### src/rtl/mlp_forward.sv
// rtl/mlp_forward.sv - sequential forward pass of the 16-input, N-hidden, 1-output O/X MLP
// One MAC per cycle: N*16 hidden MACs with ReLU, then N output MACs, then a saturating finish.
module mlp_forward #(
  parameter int W    = 8,
  parameter int N    = 8,
  parameter int FRAC = 6
) (
  input  logic                  clk,
  input  logic                  rst_n,
  input  logic                  start,
  input  logic [15:0]           x,
  input  logic                  label,
  input  logic [N*16*W-1:0]     w_h_bus,
  input  logic [N*W-1:0]        b_h_bus,
  input  logic [N*W-1:0]        w_o_bus,
  input  logic [W-1:0]          b_o_in,
  output logic                  busy,
  output logic                  done,
  output logic [N*(W+5)-1:0]    h_act_bus,
  output logic [W-1:0]          y_out,
  output logic [W-1:0]          err,
  output logic                  pred
);

  localparam int HRAW_W = W + 5;
  localparam int PROD_W = HRAW_W + W;
  localparam int OACC_W = HRAW_W + W + 4;
  localparam int IW     = (N > 1) ? $clog2(N) : 1;

  localparam logic signed [OACC_W:0] Y_MAX = (OACC_W+1)'(2**(W-1) - 1);
  localparam logic signed [OACC_W:0] Y_MIN = (OACC_W+1)'(-(2**(W-1)));
  localparam logic signed [W+1:0]    E_MAX = (W+2)'(2**(W-1) - 1);
  localparam logic signed [W+1:0]    E_MIN = (W+2)'(-(2**(W-1)));
  localparam logic signed [W+1:0]    T_POS = (W+2)'(2**FRAC);
  localparam logic signed [W+1:0]    T_NEG = (W+2)'(-(2**FRAC));

  typedef enum logic [2:0] {S_IDLE, S_HID, S_OUT, S_FIN, S_DONE} state_t;
  state_t state, state_nxt;

  logic [IW-1:0]             i_idx, k_idx;
  logic [3:0]                j_idx;
  logic [15:0]               x_q;
  logic                      label_q;
  logic signed [HRAW_W-1:0]  hacc;
  logic signed [HRAW_W-1:0]  h_rf [N];
  logic signed [OACC_W-1:0]  oacc;

  logic                      last_neuron;
  logic signed [W-1:0]       w_cur, b_next, w_o_cur;
  logic signed [HRAW_W-1:0]  h_term, hacc_sum, h_relu, b0_ext, b_next_ext;
  logic signed [PROD_W-1:0]  h_mul, w_mul, o_prod;
  logic signed [OACC_W-1:0]  o_prod_ext, oacc_sh;
  logic signed [OACC_W:0]    ysum;
  logic signed [W-1:0]       y_sat, err_sat;
  logic signed [W+1:0]       tgt, ediff;

  always_comb begin
    last_neuron = (int'(i_idx) == N - 1);
    w_cur       = w_h_bus[(int'(i_idx) * 16 + int'(j_idx)) * W +: W];
    b_next      = b_h_bus[(last_neuron ? 0 : int'(i_idx) + 1) * W +: W];
    w_o_cur     = w_o_bus[int'(k_idx) * W +: W];
    b0_ext      = {{(HRAW_W-W){b_h_bus[W-1]}}, b_h_bus[W-1:0]};
    b_next_ext  = {{(HRAW_W-W){b_next[W-1]}}, b_next};
    h_term      = {{(HRAW_W-W){w_cur[W-1]}}, w_cur};
    if (!x_q[j_idx]) h_term = -h_term;
    hacc_sum    = hacc + h_term;
    h_relu      = hacc_sum[HRAW_W-1] ? '0 : hacc_sum;
    h_mul       = {{W{h_rf[k_idx][HRAW_W-1]}}, h_rf[k_idx]};
    w_mul       = {{HRAW_W{w_o_cur[W-1]}}, w_o_cur};
    o_prod      = h_mul * w_mul;
    o_prod_ext  = {{(OACC_W-PROD_W){o_prod[PROD_W-1]}}, o_prod};
  end

  // Finish stage: err is formed against the already-saturated score.
  always_comb begin
    oacc_sh = oacc >>> FRAC;
    ysum    = {oacc_sh[OACC_W-1], oacc_sh} + {{(OACC_W+1-W){b_o_in[W-1]}}, b_o_in};
    if (ysum > Y_MAX)      y_sat = Y_MAX[W-1:0];
    else if (ysum < Y_MIN) y_sat = Y_MIN[W-1:0];
    else                   y_sat = ysum[W-1:0];
    tgt   = label_q ? T_POS : T_NEG;
    ediff = tgt - {{2{y_sat[W-1]}}, y_sat};
    if (ediff > E_MAX)      err_sat = E_MAX[W-1:0];
    else if (ediff < E_MIN) err_sat = E_MIN[W-1:0];
    else                    err_sat = ediff[W-1:0];
  end

  always_ff @(posedge clk) begin
    if (!rst_n) state <= S_IDLE;
    else        state <= state_nxt;
  end

  always_comb begin
    state_nxt = state;
    busy      = (state != S_IDLE);
    done      = (state == S_DONE);
    case (state)
      S_IDLE: if (start) state_nxt = S_HID;
      S_HID:  if (last_neuron && j_idx == 4'd15) state_nxt = S_OUT;
      S_OUT:  if (int'(k_idx) == N - 1) state_nxt = S_FIN;
      S_FIN:  state_nxt = S_DONE;
      S_DONE: state_nxt = S_IDLE;
      default: state_nxt = S_IDLE;
    endcase
  end

  always_ff @(posedge clk) begin
    if (!rst_n) begin
      i_idx     <= '0;
      j_idx     <= '0;
      k_idx     <= '0;
      x_q       <= '0;
      label_q   <= 1'b0;
      hacc      <= '0;
      oacc      <= '0;
      h_act_bus <= '0;
      y_out     <= '0;
      err       <= '0;
      pred      <= 1'b0;
      for (int n = 0; n < N; n++) h_rf[n] <= '0;
    end else begin
      case (state)
        S_IDLE: if (start) begin
          x_q     <= x;
          label_q <= label;
          i_idx   <= '0;
          j_idx   <= '0;
          hacc    <= b0_ext;
        end
        S_HID: begin
          hacc  <= hacc_sum;
          j_idx <= j_idx + 4'd1;
          if (j_idx == 4'd15) begin
            h_rf[i_idx] <= h_relu;
            hacc        <= b_next_ext;
            if (last_neuron) begin
              i_idx <= '0;
              k_idx <= '0;
              oacc  <= '0;
            end else begin
              i_idx <= i_idx + 1'b1;
            end
          end
        end
        S_OUT: begin
          oacc  <= oacc + o_prod_ext;
          k_idx <= (int'(k_idx) == N - 1) ? '0 : k_idx + 1'b1;
        end
        S_FIN: begin
          y_out <= y_sat;
          err   <= err_sat;
          pred  <= ~y_sat[W-1];
          for (int n = 0; n < N; n++) h_act_bus[n*HRAW_W +: HRAW_W] <= h_rf[n];
        end
        default: ;
      endcase
    end
  end

endmodule

### config.mk
export PLATFORM = sky130hd
export DESIGN_NAME = mlp_forward
export DESIGN_NICKNAME = d
export VERILOG_FILES = /design/src/rtl/mlp_forward.sv
export SDC_FILE = /design/constraint.sdc
export NUM_CORES = 1
export LEC_CHECK = 0
export ABC_AREA = 1
export CORE_AREA = 5 5 501 503
export CTS_CLUSTER_SIZE = 10
export DETAILED_ROUTE_END_ITERATION = 8
export DIE_AREA = 0 0 506 508
export GPL_TIMING_DRIVEN = 0
export SLEW_MARGIN = 10
export SYNTH_ARGS = -nofsm -noshare
export SYNTH_HDL_FRONTEND = slang
export SYNTH_SLANG_ARGS = --single-unit
### constraint.sdc
create_clock -name clk -period 7.3 [get_ports clk]
set_clock_uncertainty 0.15 [all_clocks]
set_input_delay 1.46 -clock clk [delete_from_list [all_inputs] [get_ports clk]]
set_output_delay 1.46 -clock clk [all_outputs]
set_load 0.005 [all_outputs]
==> run metrics <==
status finished, final reports clean; Seq/Total Area, Yosys 23.6%; vias per cell 4.50; routed wire length 307000 um; num rows 182; Post-synth EDFFs 96; Arr. time, crit path 7.47 ns; fillers 28100; antenna violations before repair 183; Worst slew margin 3.19%; Ys Warns 0; die height 508 um; Detail Placement HPWL 262000 um; syn avg cell area 6.53 um2; Mapped Cells 4268; CTS buffer count 35; die width 506 um; FFs w/ async S/R, synth 0%; PwrDens 144 mW/mm2; Top FF cell, synth dfxtp_1; pre-CTS setup slack -2.02 ns; GRT Total Usage 22.5%; Routed Antenna Nets 0; # placed instances 8813; pin count of the biggest net entering global routing 20; clock latency on the worst-skew pair 0.54 ns; LEAKAGE 17.8 nW; VDD IR max 0.000147 V; Synth Cell Area 0.0279 mm2; min-delay worst type reg2reg; Cell Area, Placed 0.0452 mm2; root buffer cell clkbuf_16; share of layout cells above drive strength 1 8.43%; # IOs 1303; DRC violations left 0; first-pass GRT wire length 384000 um; area grow syn2layout 70.4%; #FFs+latches synth 280; drt pass-1 iters 6; WHS 0.309 ns; CTS Buffer Depth 3; Final Non-Filler Cells 9028; Final WS setup 0.142 ns; crit path time final 7.16 ns; slowest stage cell on the critical path fa_1; cell mode on critical path fa_1; CP max FO 9; fmax 140 MHz; Pins Over Slew Limit 0; most frequent cells in the layout 1282 x clkdlybuf4s50_1, 968 x nor2_1, 661 x o21ai_0; most common cell after layout, fill and taps aside clkdlybuf4s50_1; die area 0.257 mm2; wire per inst 34.0 um; nets 7022; CP Data Required Time 7.61 ns; CP startpoint kind primary input; Vias 40600; clk sinks 280; Setup crit end kind register; unique cell type count in the Yosys netlist 60; GPL Wtd Cong 1.01; Port Buffers 1294; Final Hold Fails 0; TritonCTS clock tree done; effective utilization at floorplan 11.4%; Worst Max-Slew Pin Slew 1.45 ns; cts hold-fix bufs 0; worst setup path category in2reg; Tcrit/Tclk final 98.1%; final setup fails 0; clock-pin slew on the worst setup and hold paths 0.06 ns; H-tree depth 2; slowest stage delay, CP 0.51 ns; core area 0.245 mm2; vias in the first global route 38700; grt ovf 0; design area 0.0475 mm2; max_cap viols 0; DR iter-0 viols 5248
[worst paths after layout]
path,start,to,slack (ns),cells past startpoint
max,w_o_bus[3],oacc[24],0.14,31
min,x_q[5],x_q[5],0.31,2
max reg2reg,j_idx[1],h_rf[5][4],0.23,27
min reg2reg,x_q[5],x_q[5],0.31,2
[flip-flops by register name, indices dropped and copies added (netlist names), named ones only]
signal,cells
label_q,1
h_act_bus,96
err,8
h_rf,96
pred,1
k_idx,3
x_q,16
oacc,25
j_idx,4
i_idx,3
y_out,8
hacc,13
state,3
[metrics by stage]
| step | power, mW | setup TNS (ns) | utilization, % |
|---|---|---|---|
| after detailed placement | 5.05 | -108.19 | 18.4 |
| final | 6.83 | 0 | 19.3 |
| after global placement | 5.03 | -259.86 | 18.3 |
| after CTS | 6.71 | 0 | 19.0 |
| after floorplan | 3.26 | 0 | - |
| after global routing | 7.09 | -0.0978 | 19.3 |
[cell usage after synthesis, types with 83 or more instances]
library cell / number / area share [%]
clkbuf_1: 229 / 3.1
edfxtp_1: 96 / 10
o21ai_0: 684 / 12
o211ai_1: 85 / 2.3
inv_1: 291 / 3.9
o221ai_1: 176 / 5.5
nor2_1: 977 / 13
a21oi_1: 148 / 2.7
nor2_2: 83 / 1.9
nand3_1: 117 / 2.1
ha_1: 112 / 5.0
nand2_1: 584 / 7.9
dfxtp_1: 184 / 13
[power breakdown]
group          switching, mW  internal (mW)
registers             0.0293           1.65
clock network          0.716          0.923
logic                   2.20           1.31
[area by class of cell]
class                   count  area (um2)  area share, %
diodes                    139         348          0.733
plain buffers             324        1800           3.79
well taps                3220        4030           8.49
inverters                 302        1150           2.41
multi-input cells        3359       19100           40.2
flip-flops and latches    280        6570           13.8
repair buffers           1347       13500           28.4
clock buffers              51         966           2.03
clock inverters             6        71.3          0.150
[cells by family after synthesis]
| group | share of synthesized area (%) |
|---|---|
| AO/OA/AOI/OAI | 28.2 |
| buffers and inverters | 9.60 |
| flip-flops | 23.6 |
| adder cells (fa/ha/maj) | 10.8 |
| XOR/XNOR | 0.880 |
| AND/OR/NAND/NOR | 26.9 |
| other | 0.0135 |
[repair_timing]
action,4_1_cts,5_1_grt
resized for setup,105,203
buffers inserted,9,19
gates cloned,1,0
pin swaps,12,42
endpoints found under the setup margin,117,104
[worst max-delay path, delay by kind of cell]
family / cells / cell delay [ns]
compound gates: 11 / 1.63
fa+ha+maj: 6 / 2.58
buf+inv: 7 / 1.10
simple gates: 7 / 0.68
[per-layer routing]
layer  GRT usage, %  vias up  wire length [um]
met5              0        -               238
met4           17.6       36             28800
met3           6.38      764             29000
met2           36.2     2973            138000
met1           25.0    19300            111000
li1               -    17500                 -
Note: power is estimated with default switching activity, not from simulation.
